$ cat src/rtl/ram_arbiter_pkg.sv
// Shared types and encodings for the two-master data RAM arbiter.
// Bus control encodings, FSM state encodings and the arbiter grant record.
package ram_arbiter_pkg;

  localparam logic IO_CTRL_READ  = 1'b0;
  localparam logic IO_CTRL_WRITE = 1'b1;

  typedef enum logic [1:0] {
    RARB_IDLE   = 2'd0,
    RARB_ACCESS = 2'd1,
    RARB_DONE   = 2'd2
  } rarb_state_e;

  typedef struct packed {
    logic valid;   // at least one master requesting
    logic winner;  // 0 = master 0, 1 = master 1
  } arb_grant_t;

endpackage

$ cat src/rtl/rr_arb2.sv
// Combinational 2-way grant: a qualified lock holds the last owner, otherwise
// a single requester wins and ties go to master 0 (fixed) or the pointer (round-robin).
module rr_arb2
  import ram_arbiter_pkg::*;
#(
  parameter int FIXED_PRIO = 0
) (
  input  logic [1:0]  req_i,
  input  logic        last_owner_i,
  input  logic        prefer_i,
  input  logic        lock_hold_i,
  output arb_grant_t  grant_o
);

  always_comb begin
    // NOTE: every output gets a default first, so no path can infer a latch.
    grant_o       = '0;
    grant_o.valid = |req_i;
    if (lock_hold_i) begin
      grant_o.winner = last_owner_i;
    end else if (req_i == 2'b11) begin
      grant_o.winner = (FIXED_PRIO != 0) ? 1'b0 : prefer_i;
    end else begin
      grant_o.winner = req_i[1];
    end
  end

endmodule

$ cat src/rtl/ram_arbiter.sv
// Shares one single-port synchronous RAM between the CPU (master 0) and DMA (master 1).
// Request to ram_en is one cycle, ram_en to ack is one cycle; the RAM read latency lands in DONE.
module ram_arbiter
  import ram_arbiter_pkg::*;
#(
  parameter int CPU_WIDTH  = 16,
  parameter int ADDR_WIDTH = 10,
  parameter int FIXED_PRIO = 0,
  parameter int MAX_LOCK   = 4
) (
  input  logic                  clk,
  input  logic                  rst_n,
  input  logic                  m0_req,
  input  logic                  m0_we,
  input  logic                  m0_lock,
  input  logic [ADDR_WIDTH-1:0] m0_addr,
  input  logic [CPU_WIDTH-1:0]  m0_wdata,
  output logic                  m0_ack,
  output logic [CPU_WIDTH-1:0]  m0_rdata,
  input  logic                  m1_req,
  input  logic                  m1_we,
  input  logic                  m1_lock,
  input  logic [ADDR_WIDTH-1:0] m1_addr,
  input  logic [CPU_WIDTH-1:0]  m1_wdata,
  output logic                  m1_ack,
  output logic [CPU_WIDTH-1:0]  m1_rdata,
  output logic                  ram_en,
  output logic                  ram_ctrl,
  output logic [ADDR_WIDTH-1:0] ram_addr,
  output logic [CPU_WIDTH-1:0]  ram_wdata,
  input  logic [CPU_WIDTH-1:0]  ram_rdata,
  output logic                  busy,
  output logic                  owner
);

  localparam int              CNT_W    = $clog2(MAX_LOCK + 1);
  localparam logic [CNT_W-1:0] LOCK_MAX = CNT_W'(MAX_LOCK);

  rarb_state_e           state_q;
  logic                  ram_en_q, ram_ctrl_q, owner_q, prefer_q;
  logic                  m0_ack_q, m1_ack_q;
  logic [ADDR_WIDTH-1:0] ram_addr_q;
  logic [CPU_WIDTH-1:0]  ram_wdata_q, m0_rdata_q, m1_rdata_q;
  logic [CNT_W-1:0]      lock_cnt_q, lock_cnt_d;

  logic                  owner_req, owner_lock, other_req, lock_want, lock_hold;
  logic                  win_we;
  logic [ADDR_WIDTH-1:0] win_addr;
  logic [CPU_WIDTH-1:0]  win_wdata;
  arb_grant_t            grant;

  assign owner_req  = owner_q ? m1_req  : m0_req;
  assign owner_lock = owner_q ? m1_lock : m0_lock;
  assign other_req  = owner_q ? m0_req  : m1_req;
  assign lock_want  = owner_req & owner_lock;
  assign lock_hold  = lock_want & (lock_cnt_q < LOCK_MAX);

  rr_arb2 #(
    .FIXED_PRIO(FIXED_PRIO)
  ) u_arb (
    .req_i       ({m1_req, m0_req}),
    .last_owner_i(owner_q),
    .prefer_i    (prefer_q),
    .lock_hold_i (lock_hold),
    .grant_o     (grant)
  );

  always_comb begin
    win_we    = m0_we;
    win_addr  = m0_addr;
    win_wdata = m0_wdata;
    if (grant.winner) begin
      win_we    = m1_we;
      win_addr  = m1_addr;
      win_wdata = m1_wdata;
    end
    // A lock against an idle rival keeps winning with the count pinned at its limit.
    lock_cnt_d = '0;
    if (lock_hold) begin
      lock_cnt_d = lock_cnt_q + CNT_W'(1);
    end else if (lock_want && !other_req) begin
      lock_cnt_d = lock_cnt_q;
    end
  end

  always_ff @(posedge clk or negedge rst_n) begin
    if (!rst_n) begin
      state_q     <= RARB_IDLE;
      ram_en_q    <= 1'b0;
      ram_ctrl_q  <= IO_CTRL_READ;
      ram_addr_q  <= '0;
      ram_wdata_q <= '0;
      owner_q     <= 1'b0;
      prefer_q    <= 1'b0;
      lock_cnt_q  <= '0;
      m0_ack_q    <= 1'b0;
      m1_ack_q    <= 1'b0;
      m0_rdata_q  <= '0;
      m1_rdata_q  <= '0;
    end else begin
      // NOTE: non-blocking throughout, so every branch sees last cycle's owner/ctrl.
      m0_ack_q <= 1'b0;
      m1_ack_q <= 1'b0;
      case (state_q)
        RARB_ACCESS: begin
          ram_en_q <= 1'b0;
          if (owner_q) m1_ack_q <= 1'b1;
          else         m0_ack_q <= 1'b1;
          state_q  <= RARB_DONE;
        end
        RARB_IDLE, RARB_DONE: begin
          if (state_q == RARB_DONE && ram_ctrl_q == IO_CTRL_READ) begin
            if (owner_q) m1_rdata_q <= ram_rdata;
            else         m0_rdata_q <= ram_rdata;
          end
          if (grant.valid) begin
            state_q     <= RARB_ACCESS;
            ram_en_q    <= 1'b1;
            ram_ctrl_q  <= win_we ? IO_CTRL_WRITE : IO_CTRL_READ;
            ram_addr_q  <= win_addr;
            ram_wdata_q <= win_wdata;
            owner_q     <= grant.winner;
            prefer_q    <= ~grant.winner;
            lock_cnt_q  <= lock_cnt_d;
          end else begin
            state_q <= RARB_IDLE;
          end
        end
        default: state_q <= RARB_IDLE;
      endcase
    end
  end

  assign ram_en    = ram_en_q;
  assign ram_ctrl  = ram_ctrl_q;
  assign ram_addr  = ram_addr_q;
  assign ram_wdata = ram_wdata_q;
  assign m0_ack    = m0_ack_q;
  assign m1_ack    = m1_ack_q;
  assign owner     = owner_q;
  assign busy      = (state_q != RARB_IDLE);

  // Read data is live only for the owner in its ack cycle; otherwise the last value holds.
  assign m0_rdata = (state_q == RARB_DONE && !owner_q && ram_ctrl_q == IO_CTRL_READ)
                    ? ram_rdata : m0_rdata_q;
  assign m1_rdata = (state_q == RARB_DONE &&  owner_q && ram_ctrl_q == IO_CTRL_READ)
                    ? ram_rdata : m1_rdata_q;

endmodule

$ cat config.mk
export PLATFORM = sky130hd
export DESIGN_NAME = ram_arbiter
export DESIGN_NICKNAME = d
export VERILOG_FILES = /design/src/rtl/ram_arbiter_pkg.sv /design/src/rtl/rr_arb2.sv /design/src/rtl/ram_arbiter.sv
export SDC_FILE = /design/constraint.sdc
export NUM_CORES = 1
export LEC_CHECK = 0
export ABC_AREA = 1
export CORE_MARGIN = 2
export CORE_UTILIZATION = 35
export CTS_CLUSTER_SIZE = 20
export DETAILED_ROUTE_END_ITERATION = 7
export DONT_BUFFER_PORTS = 1
export GPL_TIMING_DRIVEN = 0
export REMOVE_ABC_BUFFERS = 1
export SLEW_MARGIN = 20
export SYNTH_ARGS = -nofsm -noshare
export SYNTH_HDL_FRONTEND = slang
export SYNTH_SLANG_ARGS = --single-unit
export TNS_END_PERCENT = 1
$ cat constraint.sdc
create_clock -name clk -period 1.6 [get_ports clk]
set_input_delay 0.32 -clock clk [delete_from_list [all_inputs] [get_ports clk]]
set_output_delay 0.32 -clock clk [all_outputs]
set_load 0.01 [all_outputs]
# Word level (Yosys, flattened, before mapping)
# Index checks and enable logic that the tools add are counted.
dict set report totals {
  reg_bits 69
  inputBits 76
  output_inout_bits 64
}
dict set report classes {
  n_addsub 1
  magnitude_cmp 1
  n_eq_ne 5
  muxes 21
  bitwise_logic 5
  reduce_logical 18
}
# op count
set ops {}
lappend ops {{16-bit 2-to-1 mux} 3}
lappend ops {{1-bit 2-to-1 mux} 13}
lappend ops {{10-bit 2-to-1 mux} 1}
lappend ops {{3-bit AND reduction} 3}
lappend ops {{1-bit logical AND} 6}
lappend ops {{3-bit 2-to-1 mux} 2}
lappend ops {{2-bit equality test (second input constant)} 2}
lappend ops {{2-bit inequality test (second input constant)} 2}
lappend ops {{2-bit case mux with 2 select lines} 1}
lappend ops {{2-bit AND reduction} 2}
lappend ops {{2-bit nonzero test} 2}
lappend ops {{2-bit OR reduction} 2}
lappend ops {{3-bit by 1-bit adder with 3-bit output (second input constant)} 1}
lappend ops {{3-bit < comparator (second input constant)} 1}
lappend ops {{1-bit NOT} 3}
lappend ops {{1-bit bitwise AND} 2}
lappend ops {{2-bit by 1-bit equality test with 1-bit output (second input constant)} 1}
lappend ops {{1-bit zero test} 2}
lappend ops {{2-bit zero test} 1}
lappend ops {{1-bit case mux with 2 select lines} 1}

# Logic depth before layout (Yosys ltp)
# Gate-level depths: netlist (run 1).
dict set report depth {
  ltp_word 6
  mapped_depth 9
  depth_no_buf 8
}

# Hierarchy
# From an unflattened synthesis (run 1), not the netlist that was laid out.
dict set report unflattened {
  hier_cells 358
  area_unflattened_um2 3244.4
}
# mod n_inst cells_each area_each_um2 seq_area_each_um2
set by_module_without_submodules {}
lappend by_module_without_submodules {ram_arbiter 1 350 3211.8 1726.7}
lappend by_module_without_submodules {rr_arb2 1 8 32.5 0.0}

# Worst setup path before layout (run 1)
# No wires, ideal clock.
dict set report synth_path {
  path_kind {register to output}
  from {reg owner_q (netlist: owner)}
  to {out m0_rdata[10]}
  t_arrival_ns 1.335
  path_slack_ns -0.055
  path_stages_with_launch 7
  path_cell_list {dfrtp_1 -> buf_4 -> inv_2 -> nand3_1 -> buf_2 -> clkbuf_2 -> o21ai_0}
}
dict set report synth_via {
  elab_chain_cells 4
}
# element line_no
set synth_lines {}
lappend synth_lines {{start, declared} ram_arbiter.sv:40} ;# logic ram_en_q, ram_ctrl_q, owner_q, prefer_q;
lappend synth_lines {{start signal, assigned} ram_arbiter.sv:122} ;# owner_q <= grant.winner;
lappend synth_lines {{1-bit zero test} ram_arbiter.sv:144} ;# assign m0_rdata = (state_q == RARB_DONE && !owner_q && ram_ctrl_q == IO_CTRL_READ)
lappend synth_lines {{1-bit logical AND (2 in a row)} ram_arbiter.sv:144}
lappend synth_lines {{16-bit 2-to-1 mux} ram_arbiter.sv:145} ;# ? ram_rdata : m0_rdata_q;
lappend synth_lines {{end, declared} ram_arbiter.sv:19} ;# output logic [CPU_WIDTH-1:0] m0_rdata,
# Every way passes these cells.

# Worst setup path after layout (run 1)
dict set report layout_path {
  from {reg ram_ctrl_q (netlist: ram_ctrl)}
  to {out m0_rdata[6]}
}
dict set report layout_via {
  elab_chain_cells 3
}
# element line_no
set layout_lines {}
lappend layout_lines {{start, declared} ram_arbiter.sv:40}
lappend layout_lines {{start signal, assigned} ram_arbiter.sv:119} ;# ram_ctrl_q <= win_we ? IO_CTRL_WRITE : IO_CTRL_READ;
lappend layout_lines {{1-bit NOT} ram_arbiter.sv:144}
lappend layout_lines {{1-bit logical AND} ram_arbiter.sv:144}
lappend layout_lines {{16-bit 2-to-1 mux} ram_arbiter.sv:145}
# Every way passes these cells.

==> results of run 1 <==
-- power by group through the flow --
| stage | logic, uW | clock network (uW) | registers [uW] |
|---|---|---|---|
| after CTS | 2570 | 1580 | 2920 |
| after detailed placement | 1710 | 0 | 2920 |
| after floorplan | 1350 | 0 | 2810 |
| final | 2630 | 1530 | 2940 |
| after global routing | 2920 | 1670 | 3000 |
| after global placement | 1630 | 0 | 2900 |
-- through the flow --
step                      power [uW]  setup WS (ns)
final                           7097        -0.3358
after global placement          4529         -1.318
after CTS                       7074        -0.3165
after global routing            7585        -0.4071
after detailed placement        4630        -0.9005
after floorplan                 4161        -0.5538
-- how the worst max path moves through the flow --
stage               cells after the start           end     start  slack (ns)
floorplan                               3   m0_rdata[0]     owner       -0.55
detailed placement                      4   ram_addr[1]     owner       -0.90
CTS                                     6   m0_rdata[6]  ram_ctrl       -0.32
finish                                  6   m0_rdata[6]  ram_ctrl       -0.34
global route                            6   m0_rdata[6]  ram_ctrl       -0.41
global placement                        3  m0_rdata[14]     owner       -1.32
-- timing repair --
action | 4_1_cts | 5_1_grt
gates resized for setup | 103 | 8
endpoints found under the setup margin | 93 | 80
cloned | 7 | 1
endpoints found under the hold margin | 69 | 69
pin swaps | 16 | 7
buffers inserted | 13 | 0
-- flip-flops by register name (all words and copies together) (netlist names) --
register    flops
owner           1
m1_rdata_q     16
ram_wdata      16
lock_cnt_q      3
m1_ack          1
m0_rdata_q     16
state_q         2
ram_ctrl        1
ram_en          1
prefer_q        1
ram_addr       10
m0_ack          1
-- metal layers --
layer	up-vias	GRT usage (%)
met5	-	0
met4	0	5.690
met3	15	7.092
met2	118	33.78
met1	1368	21.49
li1	1290	-
-- final cells by class --
cell class                      count  area, um^2  area share [%]
Timing Repair Buffer               14       190.2           4.731
Clock buffer                        9       123.9           3.081
Inverter                           27       115.1           2.863
Sequential cell                    69        1733           43.11
Clock inverter                      6       88.84           2.210
Tap cell                          108       135.1           3.361
Multi-Input combinational cell    254        1634           40.65
-- critical path, cell delays in order, from the launching register on --
cell        delay, ns
dfrtp_2          0.47
clkinvlp_4       0.12
buf_12           0.14
buf_6            0.10
nand3_4          0.10
buf_12           0.17
o21ai_4          0.16
-- logic make-up (layout without fill, tap and decap cells) --
family / count (synthesis) / after routing / synth area share, %
buf+inv: 53 / 56 / 7.558
fa+ha+maj: 1 / 1 / 0.3957
simple gates: 175 / 183 / 25.88
flops: 69 / 69 / 54.61
compound gates: 70 / 70 / 11.56
-- cells in the mapped netlist --
library cell / count
dfrtp_1: 69
o21ai_1: 3
nand3_1: 58
clkbuf_1: 10
a21oi_4: 1
inv_1: 22
nor2_1: 7
buf_4: 3
buf_2: 10
nand4_1: 29
ha_1: 1
nand3_2: 1
nand2_1: 76
nand2_2: 4
buf_6: 2
o21ai_2: 1
clkbuf_2: 1
o21ai_0: 65
inv_2: 5
==> flow_summary.json, run 1 <==
{
  "crit_required_ns": 1.28,
  "wl_per_cell_um": 19.35,
  "start_util_pct": 36.26,
  "io_pins": 140,
  "final_cell_mix": "nand2_1 (68), dfrtp_1 (66), nand3_1 (56)",
  "synth-seq-cells": 69,
  "finalNonFillerCells": 487,
  "synthTopCellsByArea": "dfrtp_1 (55%), o21ai_0 (10%), nand3_1 (9.2%), nand2_1 (9.0%), nand4_1 (5.7%)",
  "grt_pass1_wl_mm": 14.70,
  "nNetsFinal": 452,
  "seq_area_frac_synth_pct": 54.61,
  "place.detailed.hpwl_mm": 4.933,
  "wl_met3_um": 751,
  "place_area_um2": 3197,
  "start_kind": "register",
  "slew_headroom_pct": 45.82,
  "synth_area_um2": 3162,
  "crit_type": "register to output pin",
  "p_switching_uw": 2856,
  "worst-path-max-fanout": 8,
  "drv_cap": 0,
  "avgSynthCellArea_um2": 8.592,
  "fin_ws_ns": -0.3358,
  "die_x_um": 99.05,
  "drtPass1Iterations": 4,
  "post-place-cells": 451,
  "rsz0062_at_grt": "yes",
  "cts_tree": "built",
  "grt_max_degree": 70,
  "syn_to_final_growth_pct": 27.15,
  "hp-class": "primary input to asynchronous set/reset pin",
  "hold_ws_ns": -0.3248,
  "grt_pass1_vias": 2841,
  "postSynthCellCount": 368,
  "clock_skew_ns": 0.006890,
  "p_leak_uw": 0.001758,
  "tightest_slew_ns": 0.8109,
  "fp-row-count": 34,
  "rrSetupSlack_ns": -0.20,
  "yosysWarnings": 0,
  "fillCellCount": 839,
  "fmax_ghz": 0.5166,
  "drive_gt1_share_pct": 24.27,
  "clock_path_buffers": 2,
  "power_density_nw_per_um2": 1765,
  "cp_data_arrival_time_ns": 1.62,
  "run_status": "finished with violations",
  "cp-end-kind": "output pin",
  "layout_commonest_cell": "nand2_1",
  "min_period_over_period_pct": 121.0,
  "wl_met1_mm": 3.773,
  "met2_length_mm": 4.780,
  "finalCoreUtilization_pct": 46.10,
  "final_cell_area_um2": 4020,
  "maxUsedRoutingLayer": "met4",
  "cts.sinks": 69,
  "via_per_inst": 5.731,
  "drv_slew": 0,
  "cts-root-buf": "clkbuf_8",
  "antenna_found_initial": 0,
  "power.share.sequential_pct": 41.4,
  "failed_checks": "hold timing, setup timing",
  "finalHoldViolCount": 69,
  "yosysTopAreaCell": "dfrtp_1",
  "overflow": 0,
  "die_h_um": 99.05,
  "ys_types": 19,
  "diodes": 0,
  "r2r_start": "owner",
  "vias": 2791,
  "clk_latency_ns": 0.33,
  "rr_worst_depth": 4,
  "core_um2": 8721,
  "wirelength_mm": 9.423,
  "internal_power_uw": 4242,
  "tns_ns": -11.61,
  "comb_power_share_pct": 37.1,
  "grt_use_total_pct": 19.12,
  "cts_max_level": 3,
  "final_antenna_net_count": 0,
  "path_clk_slew_ns": 0.07,
  "timing.rr.end": "ram_wdata[6]",
  "synth_top_area_share_pct": 54.61,
  "min_period_ns": 1.936,
  "port_buffers": 0,
  "drtIter0Drc": 104,
  "setup_viol": 63,
  "ir_worst_vdd_mv": 0.9664,
  "die_area_um2": 9810,
  "sw_frac_of_total_pct": 40.24,
  "gp_congestion": 0.7423,
  "cts_buffers": 9,
  "pwr-share-clk_pct": 21.5,
  "drc": 0
}
No activity file was read; power rests on OpenSTA's default activity.
==> run 2: changes to the inputs <==
--- a/config.mk
+++ b/config.mk
@@ -6,6 +6,7 @@
 export NUM_CORES = 1
 export LEC_CHECK = 0
 export ABC_AREA = 1
+export ABC_CLOCK_PERIOD_IN_PS = 1600
 export CORE_MARGIN = 2
 export CORE_UTILIZATION = 35
 export CTS_CLUSTER_SIZE = 20
@@ -17,4 +18,4 @@
 export SYNTH_ARGS = -nofsm -noshare
 export SYNTH_HDL_FRONTEND = slang
 export SYNTH_SLANG_ARGS = --single-unit
-export TNS_END_PERCENT = 1
+export TNS_END_PERCENT = 100
==> run 2 against run 1 <==
The run still ends with hold timing, setup timing left. Sequential share of layout area is 2.1 points lower. Hold slack worse by 0.0069 ns. Sequential power hardly changed. Clock skew is 0.0011 ns higher. Utilization is 2.3 points higher. Design area is 5.0% higher. Non-clock buffer count is 10 higher. Via count is 1.8% higher. Clock-buffer cell count stayed put. Critical endpoint is now m0_rdata[10].
==> flow_summary.json, run 2 (synthesis gave the netlist of run 1 again) <==
{
  "cts_tree": "built",
  "crit_type": "register to output pin",
  "port_buffers": 0,
  "min_period_ns": 1.945,
  "path_clk_slew_ns": 0.07,
  "clk_latency_ns": 0.34,
  "rsz0062_at_grt": "yes",
  "cts_buffers": 9,
  "final_antenna_net_count": 0,
  "cts.sinks": 69,
  "diodes": 0,
  "power.share.sequential_pct": 40.0,
  "crit_required_ns": 1.28,
  "drtPass1Iterations": 4,
  "crit_buf_inv": 4,
  "ir_worst_vdd_mv": 0.9877,
  "wirelength_mm": 10.00,
  "die_h_um": 99.05,
  "grt_use_total_pct": 19.12,
  "slew_headroom_pct": 52.38,
  "via_per_inst": 5.695,
  "drv_slew": 0,
  "cts_max_level": 3,
  "gp_congestion": 0.7423,
  "vias": 2842,
  "sw_frac_of_total_pct": 40.70,
  "start_kind": "register",
  "max_stage_delay_ns": 0.47,
  "layout_commonest_cell": "nand2_1",
  "power_density_nw_per_um2": 1748,
  "fillCellCount": 820,
  "cp_data_arrival_time_ns": 1.63,
  "die_area_um2": 9810,
  "setup_viol": 33,
  "finalHoldViolCount": 69,
  "run_status": "finished with violations",
  "grt_pass1_wl_mm": 14.71,
  "internal_power_uw": 4374,
  "cp_top_family": "buffers and inverters",
  "wl_per_cell_um": 20.05,
  "crit_path_top_delay_cell": "dfrtp_2",
  "nNetsFinal": 464,
  "drc": 0,
  "tightest_slew_ns": 0.7142,
  "p_switching_uw": 3003,
  "critPathMostFrequentCell": "buf_12",
  "min_period_over_period_pct": 121.6,
  "antenna_found_initial": 0,
  "start_util_pct": 36.26,
  "fin_ws_ns": -0.3453,
  "syn_to_final_growth_pct": 33.52,
  "fmax_ghz": 0.5141,
  "drive_gt1_share_pct": 27.37,
  "io_pins": 140,
  "final_cell_mix": "nand2_1 (67), dfrtp_1 (66), nand3_1 (56)",
  "drv_cap": 0,
  "core_um2": 8721,
  "place.detailed.hpwl_mm": 4.933,
  "hp-class": "primary input to asynchronous set/reset pin",
  "pwr-share-clk_pct": 20.9,
  "comb_power_share_pct": 39.1,
  "p_leak_uw": 0.001840,
  "drtIter0Drc": 52,
  "tns_ns": -9.354,
  "die_x_um": 99.05,
  "p_total_uw": 7377,
  "hold_ws_ns": -0.3317,
  "crit_chain": "clkinvlp_4 > buf_12 > buf_6 > nand3_4 > buf_12 > o21ai_4",
  "fp-row-count": 34,
  "worst-path-max-fanout": 8,
  "grt_max_degree": 70,
  "cp-end-kind": "output pin",
  "grt_pass1_vias": 2840,
  "clock_path_buffers": 2,
  "cts-root-buf": "clkbuf_8",
  "failed_checks": "hold timing, setup timing",
  "clock_skew_ns": 0.008034,
  "overflow": 0
}
==> run 2: cell count changes in the layout (fill, tap and decap cells not counted), sizes merged <==
cell,delta
nand2,+1
clkbuf,+1
buf,+9
a21oi,+1
==> run 2: per-layer routing <==
metal,global-route usage (%),part of all wire [%]
met5,0,0
met4,6.006,1.2
met3,7.305,8.2
met2,33.47,51
met1,21.49,39
==> run 2: area by class of cell <==
type / instances / area (um^2) / area share (%)
multi-input combinational: 256 / 1730 / 40.99
inverter: 27 / 117.6 / 2.786
sequential: 69 / 1733 / 41.05
timing repair buffer: 24 / 292.8 / 6.935
clock inverter: 6 / 88.84 / 2.104
clock buffer: 9 / 123.9 / 2.934
tap: 108 / 135.1 / 3.201
==> run 2: worst paths after layout <==
kind / startpoint / to / slack [ns] / depth (start not counted)
max: ram_ctrl / m0_rdata[10] / -0.35 / 6
min: rst_n / ram_addr[3] / -0.33 / 0
max reg2reg: owner / lock_cnt_q[0] / 0 / 8
min reg2reg: state_q[1] / state_q[1] / 0.47 / 1
max in group asynchronous: rst_n / ram_wdata[2] / 1.82 / 0
min in group clk: m0_addr[3] / ram_addr[3] / 0.13 / 2
==> run 2: timing repair <==
item / 4_1_cts / 5_1_grt
buffers inserted: 13 / 10
endpoints found under the hold margin: 69 / 69
endpoints found under the setup margin: 93 / 80
cloned: 7 / 3
gates resized for setup: 105 / 22
pin swaps: 15 / 5
==> run 2: worst register-to-register path: stages, from the launching register on <==
cell and delay (ns):
dfrtp_4 0.58, buf_2 0.21, clkbuf_4 0.20, o21ai_0 0.18, nor2_1 0.06, nand2_1 0.06, nand2_1 0.08, nand2_1 0.06
o21ai_1 0.05
==> run 2: power by group through the flow <==
stage               Clock [uW]  Combinational (uW)  Sequential (uW)
finish                    1540                2890             2950
global route              1670                3170             3020
CTS                       1580                2580             2920
detailed placement           0                1710             2920
global placement             0                1630             2900
floorplan                    0                1350             2810
==> run 2: metrics by stage <==
| stage | hold WS (ns) | util (%) | instances | cell area, um^2 | setup slack, ns |
|---|---|---|---|---|---|
| after detailed placement | 0.02582 | 36.66 | 451 | 3197 | -0.9005 |
| after global routing | -0.3640 | 48.41 | 499 | 4222 | -0.4123 |
| after floorplan | 0.02441 | - | 342 | 3024 | -0.5538 |
| final | -0.3317 | 48.41 | 499 | 4222 | -0.3453 |
| after CTS | -0.3545 | 45.75 | 486 | 3990 | -0.3165 |
| after global placement | 0.02581 | 36.23 | 450 | 3159 | -1.318 |
